### src/rtl/tff_ctrl_pkg.sv
// Shared types and constants for the T-flip-flop counter controller.
package tff_ctrl_pkg;

  typedef enum logic [1:0] {
    ST_IDLE = 2'd0,
    ST_RUN  = 2'd1,
    ST_DONE = 2'd2
  } state_t;

  localparam logic MODE_ONESHOT  = 1'b0;
  localparam logic MODE_PERIODIC = 1'b1;

endpackage

### src/rtl/tff_counter_ctrl_cell.sv
// Single T flip-flop: q toggles on a rising clock edge when t is high.
module tff_cell (
  input  logic clk,
  input  logic reset,
  input  logic t,
  output logic q
);

  // Toggle storage with asynchronous clear.
  always_ff @(posedge clk or posedge reset) begin
    if (reset) q <= 1'b0;
    else if (t) q <= ~q;
  end

endmodule

### src/rtl/tff_counter_ctrl.sv
// Timer/tick engine: a WIDTH-bit counter built from T flip-flop cells, with
// start/stop/hold control, one-shot or periodic terminal-count handling.
// Optional macro TFF_CTRL_UPDOWN_EN adds a 'down' input for down-counting.
module tff_counter_ctrl
  import tff_ctrl_pkg::*;
#(
  parameter int WIDTH = 8
) (
  input  logic             clk,
  input  logic             reset,
  input  logic             start,
  input  logic             stop,
  input  logic             hold,
  input  logic             mode,
`ifdef TFF_CTRL_UPDOWN_EN
  input  logic             down,
`endif
  input  logic [WIDTH-1:0] limit,
  output logic [WIDTH-1:0] count,
  output logic             busy,
  output logic             done,
  output logic             wrap
);

  state_t           state_q, state_d;
  logic [WIDTH-1:0] limit_q;
  logic             mode_q;
  logic             down_q;
  logic             down_in;
  logic [WIDTH-1:0] t;
  logic [WIDTH-1:0] inc_t, dec_t;
  logic             latch;
  logic             done_d, wrap_d;
  logic             at_term;

`ifdef TFF_CTRL_UPDOWN_EN
  assign down_in = down;
`else
  assign down_in = 1'b0;
`endif

  // Per-bit toggle enables for increment (all lower bits 1) and decrement (all lower bits 0).
  always_comb begin
    inc_t = '0;
    dec_t = '0;
    for (int unsigned i = 0; i < WIDTH; i++) begin
      logic all_one, all_zero;
      all_one  = 1'b1;
      all_zero = 1'b1;
      for (int unsigned j = 0; j < i; j++) begin
        all_one  = all_one & count[j];
        all_zero = all_zero & ~count[j];
      end
      inc_t[i] = all_one;
      dec_t[i] = all_zero;
    end
  end

  assign at_term = down_q ? (count == '0) : (count == limit_q);

  // Next state and toggle-enable mux; clears toggle the set bits, loads toggle the differing bits.
  always_comb begin
    state_d = state_q;
    t       = '0;
    latch   = 1'b0;
    done_d  = 1'b0;
    wrap_d  = 1'b0;
    unique case (state_q)
      ST_IDLE: begin
        if (stop) begin
          t = count;
        end else if (start) begin
          latch   = 1'b1;
          t       = down_in ? (count ^ limit) : count;
          state_d = ST_RUN;
        end
      end
      ST_RUN: begin
        if (stop) begin
          t       = count;
          state_d = ST_IDLE;
        end else if (!hold) begin
          if (at_term) begin
            if (mode_q == MODE_PERIODIC) begin
              t      = down_q ? (count ^ limit_q) : count;
              wrap_d = 1'b1;
            end else begin
              state_d = ST_DONE;
              done_d  = 1'b1;
            end
          end else begin
            t = down_q ? dec_t : inc_t;
          end
        end
      end
      ST_DONE: begin
        state_d = ST_IDLE;
        if (stop) t = count;
      end
      default: state_d = ST_IDLE;
    endcase
  end

  // State, latched configuration and registered status outputs.
  always_ff @(posedge clk or posedge reset) begin
    if (reset) begin
      state_q <= ST_IDLE;
      limit_q <= '0;
      mode_q  <= MODE_ONESHOT;
      down_q  <= 1'b0;
      busy    <= 1'b0;
      done    <= 1'b0;
      wrap    <= 1'b0;
    end else begin
      state_q <= state_d;
      if (latch) begin
        limit_q <= limit;
        mode_q  <= mode;
        down_q  <= down_in;
      end
      busy <= (state_d == ST_RUN);
      done <= done_d;
      wrap <= wrap_d;
    end
  end

  for (genvar i = 0; i < WIDTH; i++) begin : g_cell
    tff_cell u_cell (
      .clk   (clk),
      .reset (reset),
      .t     (t[i]),
      .q     (count[i])
    );
  end

endmodule

### config.mk
export PLATFORM = sky130hd
export DESIGN_NAME = tff_counter_ctrl
export DESIGN_NICKNAME = d
export VERILOG_FILES = /design/src/rtl/tff_ctrl_pkg.sv /design/src/rtl/tff_counter_ctrl_cell.sv /design/src/rtl/tff_counter_ctrl.sv
export SDC_FILE = /design/constraint.sdc
export NUM_CORES = 1
export LEC_CHECK = 0
export BUFFER_PORTS_ARGS = -buffer_cell sky130_fd_sc_hd__buf_2
export CAP_MARGIN = 25
export CORE_MARGIN = 2
export CORE_UTILIZATION = 28
export CTS_BUF_LIST = sky130_fd_sc_hd__clkbuf_8
export DETAILED_ROUTE_END_ITERATION = 8
export GPL_TIMING_DRIVEN = 0
export HOLD_SLACK_MARGIN = 0.05
export PLACE_DENSITY_LB_ADDON = 0.15
export SYNTH_ARGS = -nofsm -noshare
export SYNTH_HDL_FRONTEND = slang
export SYNTH_HIERARCHICAL = 1
export SYNTH_SLANG_ARGS = --single-unit
### constraint.sdc
create_clock -name clk -period 2.2 [get_ports clk]
set_input_delay 0.11 -clock clk [delete_from_list [all_inputs] [get_ports clk]]
set_output_delay 0.11 -clock clk [all_outputs]
set_load 0.02 [all_outputs]
Yosys cells after proc, flatten, opt, wreduce, memory -nomap -nowiden
Index checks and enable logic that the tools add are counted.

Flip-flop bits (word level): 22. Input port bits: 14. Output and inout port bits: 11. Word-level logic and storage cells: 61.

Eq/ne operators: 4. Mux-type cells: 28. Bitwise gates (word level): 14. Reductions and logical operators: 1.

Operators by type and width (count): $mux W8 (7); $pmux W8 S3 (1); $mux W1 (13); $mux W2 (6); $eq A8 B8 Y1 (1); $not A1 Y1 (8); $and A1 B1 Y1 (6); $eq A2 B1 Y1 const B (2); $pmux W2 S2 (1); $eq A2 B2 Y1 const B (1); $logic_not A2 Y1 (1).

Logic depth before layout (Yosys ltp)
Gate-level depths: netlist of run 1.

Depth after elaboration: 10. Gate-level depth with buffers: 6. Mapped depth without buffers: 6.

Cells and area by module
The synthesis of run 1 kept the hierarchy.

By module, submodules not included: tff_counter_ctrl (times used 1, cells each 67, area each 807.0 µm², sequential area each 350.3 µm²); tff_cell (times used 8, cells each 3, area each 37.5 µm², sequential area each 25.0 µm²).

Worst setup path before layout of run 1
Ideal clock, no wire load.

Path kind: register to register. Start point: reg g_cell[2].u_cell.q. End point: reg g_cell[4].u_cell.q. Arrival time: 1.802 ns. Path slack: 0.264 ns. Cell stages (with the launch flop): 7. Path buffers: 0. Period minus slack after synthesis: 1.936 ns. Cells stage by stage: dfrtp_1 > xor2_1 > nor4_2 > nand2_2 > and4_2 > a32o_1 > xor2_1.

Cells in the longest elaborated chain, start to end: 6. Elaborated cells between the ends (all ways): 7. Classes of those cells: 1 x eq/ne; 4 x mux; 2 x bitwise.

Ends and longest elaborated chain: start: declaration (line tff_counter_ctrl_cell.sv:6) `output logic q`; start signal: assignment (line tff_counter_ctrl_cell.sv:12) `else if (t) q <= ~q;`; $and A1 B1 Y1 (2 in a row) (line tff_counter_ctrl.sv:51) `all_one = all_one & count[j];`; $mux W8 * (line tff_counter_ctrl.sv:83) `if (at_term) begin`; $mux W8 * (line tff_counter_ctrl.sv:82) `end else if (!hold) begin`; $mux W8 * (line tff_counter_ctrl.sv:79) `if (stop) begin`; $pmux W8 S3 * (line tff_counter_ctrl.sv:68) `unique case (state_q)`; via t[4] (line tff_counter_ctrl.sv:30) `logic [WIDTH-1:0] t;`; end signal: assignment (line tff_counter_ctrl_cell.sv:12); end: declaration (line tff_counter_ctrl_cell.sv:6).

Mark *: on every way through the listed nets, which the timed path passes. The rest lies on a longest branch. A chain may end at the register's enable or synchronous reset.

Worst setup path in the final report of run 1
Start point: reg g_cell[0].u_cell.q. End point: reg state_q[0].

Cells in the longest elaborated chain, start to end: 5.

Ends and longest elaborated chain: start: declaration (line tff_counter_ctrl_cell.sv:6); start signal: assignment (line tff_counter_ctrl_cell.sv:12); $eq A8 B8 Y1 (line tff_counter_ctrl.sv:59) `assign at_term = down_q ? (count == '0) : (count == limit_q);`; $mux W2 (line tff_counter_ctrl.sv:83); $mux W2 (line tff_counter_ctrl.sv:82); $mux W2 (line tff_counter_ctrl.sv:79); $pmux W2 S2 (line tff_counter_ctrl.sv:68); via state_d[0] (line tff_counter_ctrl.sv:25) `state_t state_q, state_d;`; end signal: assignment (line tff_counter_ctrl.sv:115) `state_q <= state_d;`; end: declaration (line tff_counter_ctrl.sv:25).

The timed path passes the listed nets, and every way through them passes these cells.

==> impl_metrics.tcl, run 1 <==
set metrics [dict create \
    outcome "complete, no violations" \
    multi_input_area_um2 514 \
    hold_violations 0 \
    die_h_um 66.9 \
    grt_antenna_before_repair 0 \
    gp_congestion 0.718 \
    num_vias 824 \
    finalSetupViolations 0 \
    wl_mm 2.35 \
    track_usage_pct 11.5 \
    start_util_pct 29.6 \
    pin_count 25 \
    synthFlopType "dfrtp_1" \
    yosysTopAreaCell "dfrtp_1" \
    crit_fanout 7 \
    min_period_ns 2.01 \
    end_kind "flop" \
    fmax_mhz 499 \
    via_per_inst 4.85 \
    seq_area_frac_synth_pct 49.7 \
    ys_types 27 \
    regArea_um2 551 \
    hp-class "input port to flop" \
    drc 0 \
    wire_per_inst_um 13.8 \
    drive_above_1_share_pct 40.2 \
    clk_latency_ns 0.26 \
    ir_worst_vdd_uv 437 \
    postPlaceCellArea_um2 1290 \
    timing.slew.headroom_pct 62.2 \
    clock-sinks 22 \
    crit_arrival_ns 2.16 \
    grt_max_degree 15 \
    power_leakage_nw 0.649 \
    dp_cells 163 \
    cap_violations 0 \
    ant_nets 0 \
    first_pass_iters 4 \
    holdWs_ns 0.0747 \
    yosys_warnings 6 \
    instances_no_fill 170 \
    mappedNetlistArea_um2 1110 \
    synthArstFlopShare_pct 100 \
    final_max_slew_viol_count 0 \
    synth_cells 91 \
    worstPathRequired_ns 2.36 \
    grt_pass1_wl_mm 3.80 \
    p_total_mw 1.54 \
    tightestPinTransition_ns 0.566 \
    setup_tns_ns 0 \
    design_area_um2 1370 \
    area_growth_pct 23.5 \
    synth_area_leaders "dfrtp_1, xor2_1, mux2_2" \
    synth_edf_count 0 \
    htreeDepth 1 \
    clk_path_buf_depth 2 \
    core_area_um2 3740 \
    grt_overflow_total 0 \
    antennaDiodeCount 0 \
    layout.nets 137 \
    place.port_buffers 24 \
    syn_nets 105 \
    netlist.area_leader.share_pct 49.7 \
    root_buffer "clkbuf_8" \
    num_rows 22 \
    drt_iter0_drc 15 \
    n_fill_cell 412 \
    start_kind "flop" \
    rsz0062_at_grt "false" \
    syn_area_per_cell_um2 12.2 \
    critical_path_class "flop to flop" \
    fin_skew_ns 0.00149 \
    cts_tree "yes" \
    period_share_pct 91.2 \
    ys_seq_elements 22 \
    die_w_um 66.9 \
    grt_pass1_vias 803 \
    hpwl_mm 1.71 \
    clk_pin_slew_ns 0.08 \
    pwr_density_cell_nw_per_um2 1130 \
    cts_resized 0 \
    die_area_um2 4470 \
    cts_made_buffers 3 \
]
## through the flow
step / util, % / setup slack [ns]
6_report: 36.5 / 0.194
5_1_grt: 36.5 / 0.0170
4_1_cts: 36.1 / 0.113
3_5_place_dp: 34.4 / 0.144
3_3_place_gp: 34.4 / 0.154
2_1_floorplan: - / 0.264
## synth_stat cells (2+ instances only)
cell type and number:
nor2_1 2, nor4_1 2, xor2_1 16, mux2_2 9, a21oi_1 2, and4_2 2
a22o_1 2, or3b_2 2, inv_1 9, dfrtp_1 22, a31o_1 2, nor4_2 2
nor3b_1 2, a32o_1 4
## placed cells by master (no fill, tap or decap)
cell type / instances
a21oi_1: 2
a22o_1: 2
a22o_2: 1
a22oi_1: 1
a31o_1: 2
a32o_1: 4
and2_1: 1
and3_1: 1
and4_1: 1
and4_2: 2
buf_2: 25
buf_4: 2
clkbuf_1: 1
clkbuf_8: 4
dfrtp_1: 22
dlygate4sd3_1: 1
inv_1: 9
mux2_2: 9
nand2_1: 1
nand2_2: 1
nand3b_1: 1
nor2_1: 2
nor2b_1: 1
nor3b_1: 2
nor4_1: 2
nor4_2: 2
o31ai_4: 1
or3_1: 1
or3b_2: 2
xor2_1: 16
## critical path, cell delays in order (launching register included)
cell,delay [ns]
dfrtp_1,0.48
xor2_1,0.19
nor4_2,0.34
nand2_2,0.17
buf_4,0.18
or3_1,0.33
a31o_1,0.22
## area by class of cell
class | instances | area share, %
Inverter | 9 | 2.47
Multi-Input combinational cell | 58 | 37.6
Sequential cell | 22 | 40.3
Timing Repair Buffer | 27 | 10.6
Clock buffer | 4 | 4.03
Buffer | 2 | 0.640
Tap cell | 48 | 4.39
## report_power, final
group | switching (mW) | internal, mW
registers | 0.166 | 0.524
logic | 0.292 | 0.263
clock network | 0.134 | 0.159
## path summary, 6_finish.rpt
| kind | from | endpoint | slack [ns] | depth (start not counted) |
|---|---|---|---|---|
| setup reg to reg | g_cell[0].u_cell/q | state_q[0] | 0.19 | 6 |
| hold / removal | mode | mode_q | 0.07 | 2 |
| max in group asynchronous | reset | limit_q[2] | 1.29 | 3 |
| min in group asynchronous | reset | g_cell[7].u_cell/q | 0.32 | 3 |
| setup / recovery | g_cell[0].u_cell/q | state_q[0] | 0.19 | 6 |
| hold reg to reg | limit_q[1] | limit_q[1] | 0.53 | 1 |
## routing by layer
metal	GRT usage, %	up-vias	share of wire, %
met1	15.6	418	47
li1	-	387	-
met3	2.20	2	4.5
met2	18.4	17	48
met4	3.83	0	0.81
met5	0	-	0
## logic make-up after synthesis
group	count (synthesis)	share of synthesized area (%)
xor gates and xnor gates	16	12.7
muxes	9	9.15
and+or+nand+nor	20	13.4
buffers and inverters	11	3.84
AOI/OAI and AO/OA	13	11.2
DFF	22	49.7
## state kept, by name, summed over array words and instances, names as in the netlist
| name | count |
|---|---|
| busy | 1 |
| done | 1 |
| g_cell.u_cell/q | 8 |
| limit_q | 8 |
| mode_q | 1 |
| state_q | 2 |
| wrap | 1 |
## what timing repair did
action                     in CTS  in global routing
setup endpoints to repair       0                  6
hold buffers                    1                  0
hold endpoints to repair       22                  0
setup buffers                   0                  2
Power figures use the tool's default switching activity.
==> run 2, diff against run 1 <==
--- a/config.mk
+++ b/config.mk
@@ -8,7 +8,7 @@
 export BUFFER_PORTS_ARGS = -buffer_cell sky130_fd_sc_hd__buf_2
 export CAP_MARGIN = 25
 export CORE_MARGIN = 2
-export CORE_UTILIZATION = 28
+export CORE_UTILIZATION = 55
 export CTS_BUF_LIST = sky130_fd_sc_hd__clkbuf_8
 export DETAILED_ROUTE_END_ITERATION = 8
 export GPL_TIMING_DRIVEN = 0
==> run 2 against run 1 <==
  * Count of clock-buffer cells in the layout is 1 lower
  * Cell area is 4.0% lower
  * Fmax is 1.2% lower
  * Total power is 4.7% lower
  * Final cell count is 14% lower
  * Register-to-register slack worse by 0.02 ns
  * Sequential power hardly changed
  * Clock skew is 0.0031 ns higher
  * Combinational power is 2% lower
  * Via count is 3.9% lower
  * Routed wire length is 14% lower
  * Critical endpoint is now g_cell[4].u_cell/q
  * Largest power group unchanged
  * Highest routed layer unchanged
==> impl_metrics.tcl, run 2 (synthesis gave the netlist of run 1 again) <==
set metrics [dict create \
    fmax_mhz 493 \
    worstPathRequired_ns 2.34 \
    grt_overflow_total 0 \
    cts_tree "yes" \
    area_growth_pct 18.5 \
    ir_worst_vdd_uv 570 \
    dp_slack_ns 0.167 \
    dp_cells 142 \
    power_leakage_nw 0.633 \
    via_per_inst 5.42 \
    final_cell_mix "buf_2, dfrtp_1, xor2_1" \
    grt_pass1_wl_mm 3.64 \
    outcome "complete, no violations" \
    core_area_um2 1920 \
    rsz0062_at_grt "false" \
    place.port_buffers 24 \
    ff2ff_setup_slack_ns 0.17 \
    period_share_pct 92.2 \
    regArea_um2 551 \
    antennaDiodeCount 0 \
    clock-sinks 22 \
    finalSetupViolations 0 \
    timing.rr.start "g_cell[2].u_cell/q" \
    die_w_um 48.9 \
    critical_path_class "flop to flop" \
    grtUsageMet2_pct 34.5 \
    hold_depth 2 \
    crit_arrival_ns 2.17 \
    hold_violations 0 \
    die_area_um2 2390 \
    drive_above_1_share_pct 38.7 \
    drc 0 \
    grt_antenna_before_repair 0 \
    p_total_mw 1.47 \
    ant_nets 0 \
    end_kind "flop" \
    num_rows 16 \
    wire_per_inst_um 13.9 \
    busiest_layer "met2" \
    reg.largest.list "g_cell.u_cell/q: 8 flops, limit_q: 8 flops, state_q: 2 flops" \
    start_util_pct 57.6 \
    gr-usage-met1_pct 25.1 \
    r2r_cells 6 \
    cts_made_buffers 3 \
    fin_ws_ns 0.171 \
    holdWs_ns 0.0839 \
    multi_input_area_um2 514 \
    grt_pass1_vias 810 \
    fin_skew_ns 0.00454 \
    gr-usage-met3_pct 3.99 \
    instances_no_fill 146 \
    pwr_density_cell_nw_per_um2 1120 \
    start_kind "flop" \
    crit_fanout 8 \
    die_h_um 48.9 \
    clk_path_buf_depth 2 \
    hp-class "input port to flop" \
    clk_latency_ns 0.25 \
    track_usage_pct 19.9 \
    setup_tns_ns 0 \
    setup.worst_path.start "g_cell[2].u_cell/q" \
    htreeDepth 1 \
    root_buffer "clkbuf_8" \
    n_fill_cell 170 \
    r2r_end "g_cell[4].u_cell/q" \
    final_common_cell "buf_2" \
    gp_congestion 0.785 \
    grt_max_degree 15 \
    first_pass_iters 4 \
    layout.nets 135 \
    min_period_ns 2.03 \
    clk_pin_slew_ns 0.07 \
    pin_count 25 \
    num_vias 792 \
    final_max_slew_viol_count 0 \
    timing.slew.headroom_pct 64.1 \
    endpoint "g_cell[4].u_cell/q" \
    tightestPinTransition_ns 0.537 \
    wl_mm 2.03 \
    post-cts-setup-buffers 0 \
    cap_violations 0 \
    hpwl_mm 1.53 \
    drt_iter0_drc 18 \
]
==> run 2: cell types whose count changed in the layout (fill, tap and decap cells not counted) <==
cell / previous run / this run
buf_4: 2 / 0
clkbuf_8: 4 / 3
==> run 2: what timing repair did <==
item	in CTS	in global routing
resized for setup	0	0
endpoints found under the hold margin	22	0
hold buffers	1	0
endpoints found under the setup margin	0	1
==> run 2: area by class of cell <==
class | instances | area share, %
Sequential cell | 22 | 41.9
Multi-Input combinational cell | 58 | 39.2
Timing Repair Buffer | 25 | 9.91
Clock buffer | 3 | 3.15
Inverter | 9 | 2.57
Tap cell | 27 | 2.57
Buffer | 2 | 0.667
==> run 2: worst min path at each step <==
| stage | from | end | slack, ns |
|---|---|---|---|
| finish | limit[2] | limit_q[2] | 0.08 |
| global route | limit[5] | limit_q[5] | 0.08 |
| CTS | limit[2] | limit_q[2] | 0.08 |
| detailed placement | reset | g_cell[5].u_cell/q | 0.03 |
| global placement | reset | g_cell[3].u_cell/q | 0.02 |
| floorplan | reset | g_cell[0].u_cell/q | -0.16 |
==> run 2: critical path: stages, from the launching register on <==
cell     delay (ns)
dfrtp_1        0.44
xor2_1         0.17
nor4_2         0.37
nand2_2        0.20
and4_2         0.32
a32o_1         0.27
xor2_1         0.14
==> run 2: routing by layer <==
metal	vias up	part of all wire (%)
li1	382	-
met1	389	44
met2	19	52
met3	2	4.0
met4	0	0.54
met5	-	0
==> run 2: power by group <==
group	internal [mW]	switching [mW]	leakage, nW
Sequential	0.525	0.163	0.268
Combinational	0.255	0.289	0.343
Clock	0.122	0.113	0.0216
Total	0.901	0.565	0.633
==> run 2: metrics by stage <==
stage          cell area [µm²]  util, %
3_3_place_gp              1260     65.6
3_5_place_dp              1260     65.6
4_1_cts                   1310     68.3
2_1_floorplan             1110        -
6_report                  1310     68.3
5_1_grt                   1310     68.3
==> run 3, diff against run 2 <==
--- a/config.mk
+++ b/config.mk
@@ -13,7 +13,7 @@
 export DETAILED_ROUTE_END_ITERATION = 8
 export GPL_TIMING_DRIVEN = 0
 export HOLD_SLACK_MARGIN = 0.05
-export PLACE_DENSITY_LB_ADDON = 0.15
+export PLACE_DENSITY = 0.81
 export SYNTH_ARGS = -nofsm -noshare
 export SYNTH_HDL_FRONTEND = slang
 export SYNTH_HIERARCHICAL = 1
==> run 3 against run 2 <==
  * Combinational power barely moved
  * Largest cell class unchanged
  * Fmax fell by 0.47%
  * Highest routed layer unchanged
  * First-iteration DRC count fell by 17%
  * Core utilization did not move
  * Global-route usage fell by 0.29 points
  * Register-to-register slack barely moved
  * Sequential share of layout area did not move
  * Routed wire length fell by 2.2%
  * Critical path depth did not move
==> impl_metrics.tcl, run 3 (synthesis gave the netlist of run 1 again) <==
set metrics [dict create \
    die_h_um 48.9 \
    final_cell_mix "buf_2, dfrtp_1, xor2_1" \
    fin_skew_ns 0.00260 \
    postPlaceCellArea_um2 1260 \
    antennaDiodeCount 0 \
    pin_count 25 \
    grt_antenna_before_repair 0 \
    hp-class "input port to flop" \
    hold_depth 2 \
    reg.largest.list "g_cell.u_cell/q: 8 flops, limit_q: 8 flops, state_q: 2 flops" \
    num_rows 16 \
    drc 0 \
    die_w_um 48.9 \
    gp_congestion 0.744 \
    ant_nets 0 \
    rsz0062_at_grt "false" \
    grt_pass1_wl_mm 3.58 \
    final_common_cell "buf_2" \
    drive_above_1_share_pct 38.7 \
    die_area_um2 2390 \
    cts_tree "yes" \
    fin_util_pct 68.3 \
    wl_mm 1.98 \
    finalSetupViolations 0 \
    core_area_um2 1920 \
    design_area_um2 1310 \
    post-cts-setup-buffers 0 \
    timing.slew.headroom_pct 65.4 \
    first_pass_iters 4 \
    ff2ff_setup_slack_ns 0.16 \
    period_share_pct 92.7 \
    clk_path_buf_depth 2 \
    hpwl_mm 1.49 \
    timing.rr.start "g_cell[2].u_cell/q" \
    track_usage_pct 19.6 \
    drt_iter0_drc 15 \
    tightestPinTransition_ns 0.518 \
    min_period_ns 2.04 \
    final_max_slew_viol_count 0 \
    critical_path_class "flop to flop" \
    num_vias 807 \
    fmax_mhz 491 \
    power_leakage_nw 0.633 \
    hold_violations 0 \
    start_kind "flop" \
    r2r_end "g_cell[7].u_cell/q" \
    ir_worst_vdd_uv 689 \
    setup_tns_ns 0 \
    pwr_density_cell_nw_per_um2 1110 \
    cap_violations 0 \
    end_kind "flop" \
    crit_fanout 8 \
    wire_per_inst_um 13.6 \
    r2r_cells 6 \
    place.port_buffers 24 \
    clock-sinks 22 \
    crit_arrival_ns 2.18 \
    start_util_pct 57.6 \
    cts_resized 0 \
    outcome "complete, no violations" \
    clk_pin_slew_ns 0.07 \
    root_buffer "clkbuf_8" \
    hold_end "limit_q[3]" \
    clk_latency_ns 0.25 \
    grt_pass1_vias 779 \
    worstPathRequired_ns 2.34 \
    layout.nets 135 \
    via_per_inst 5.53 \
    grt_max_degree 15 \
    htreeDepth 1 \
    area_growth_pct 18.5 \
    grt_overflow_total 0 \
    min-delay-start "limit[3]" \
    cts_made_buffers 3 \
]
## run 3: critical path, cell delays in order (launching register included)
cell and delay (ns):
dfrtp_1 0.44, xor2_1 0.17, nor4_2 0.38, nand2_2 0.21, and4_2 0.33, a32o_1 0.26
xor2_1 0.14
## run 3: area by class of cell
class / instances / area (µm²)
Buffer: 2 / 8.76
Clock buffer: 3 / 41.3
Fill cell: 175 / 609
Inverter: 9 / 33.8
Multi-Input combinational cell: 58 / 514
Sequential cell: 22 / 551
Tap cell: 27 / 33.8
Timing Repair Buffer: 25 / 130
## run 3: what timing repair did
action | in CTS | in global routing
endpoints found under the setup margin | 0 | 2
hold buffers | 1 | 0
endpoints found under the hold margin | 22 | 0
## run 3: worst max path at each step
stage	to	from	slack, ns
after floorplan	g_cell[4].u_cell/q	g_cell[2].u_cell/q	0.26
after global placement	g_cell[4].u_cell/q	g_cell[2].u_cell/q	0.21
after detailed placement	g_cell[4].u_cell/q	g_cell[2].u_cell/q	0.18
after CTS	g_cell[7].u_cell/q	g_cell[2].u_cell/q	0.16
after global routing	g_cell[4].u_cell/q	g_cell[2].u_cell/q	0.03
final	g_cell[7].u_cell/q	g_cell[2].u_cell/q	0.16
## run 3: report_power, final
| group | switching (mW) | internal (mW) |
|---|---|---|
| logic | 0.286 | 0.255 |
| registers | 0.156 | 0.525 |
| clock network | 0.114 | 0.122 |
| total | 0.557 | 0.901 |
## run 3: stage by stage
step / hold slack, ns / power, mW / std cells / worst slack [ns]
6_report: 0.0823 / 1.46 / 146 / 0.161
5_1_grt: 0.0860 / 1.57 / 146 / 0.0283
4_1_cts: 0.0802 / 1.47 / 146 / 0.161
3_5_place_dp: 0.0245 / 1.23 / 142 / 0.180
3_3_place_gp: 0.0237 / 1.21 / 142 / 0.208
2_1_floorplan: -0.161 / 1.07 / 91 / 0.264
## run 3: metal layers
metal	up-vias	GRT usage, %	share of wire, %
li1	384	-	-
met1	398	25.0	43
met2	21	33.1	52
met3	4	2.76	4.2
met4	0	8.57	1.3
met5	-	0	0
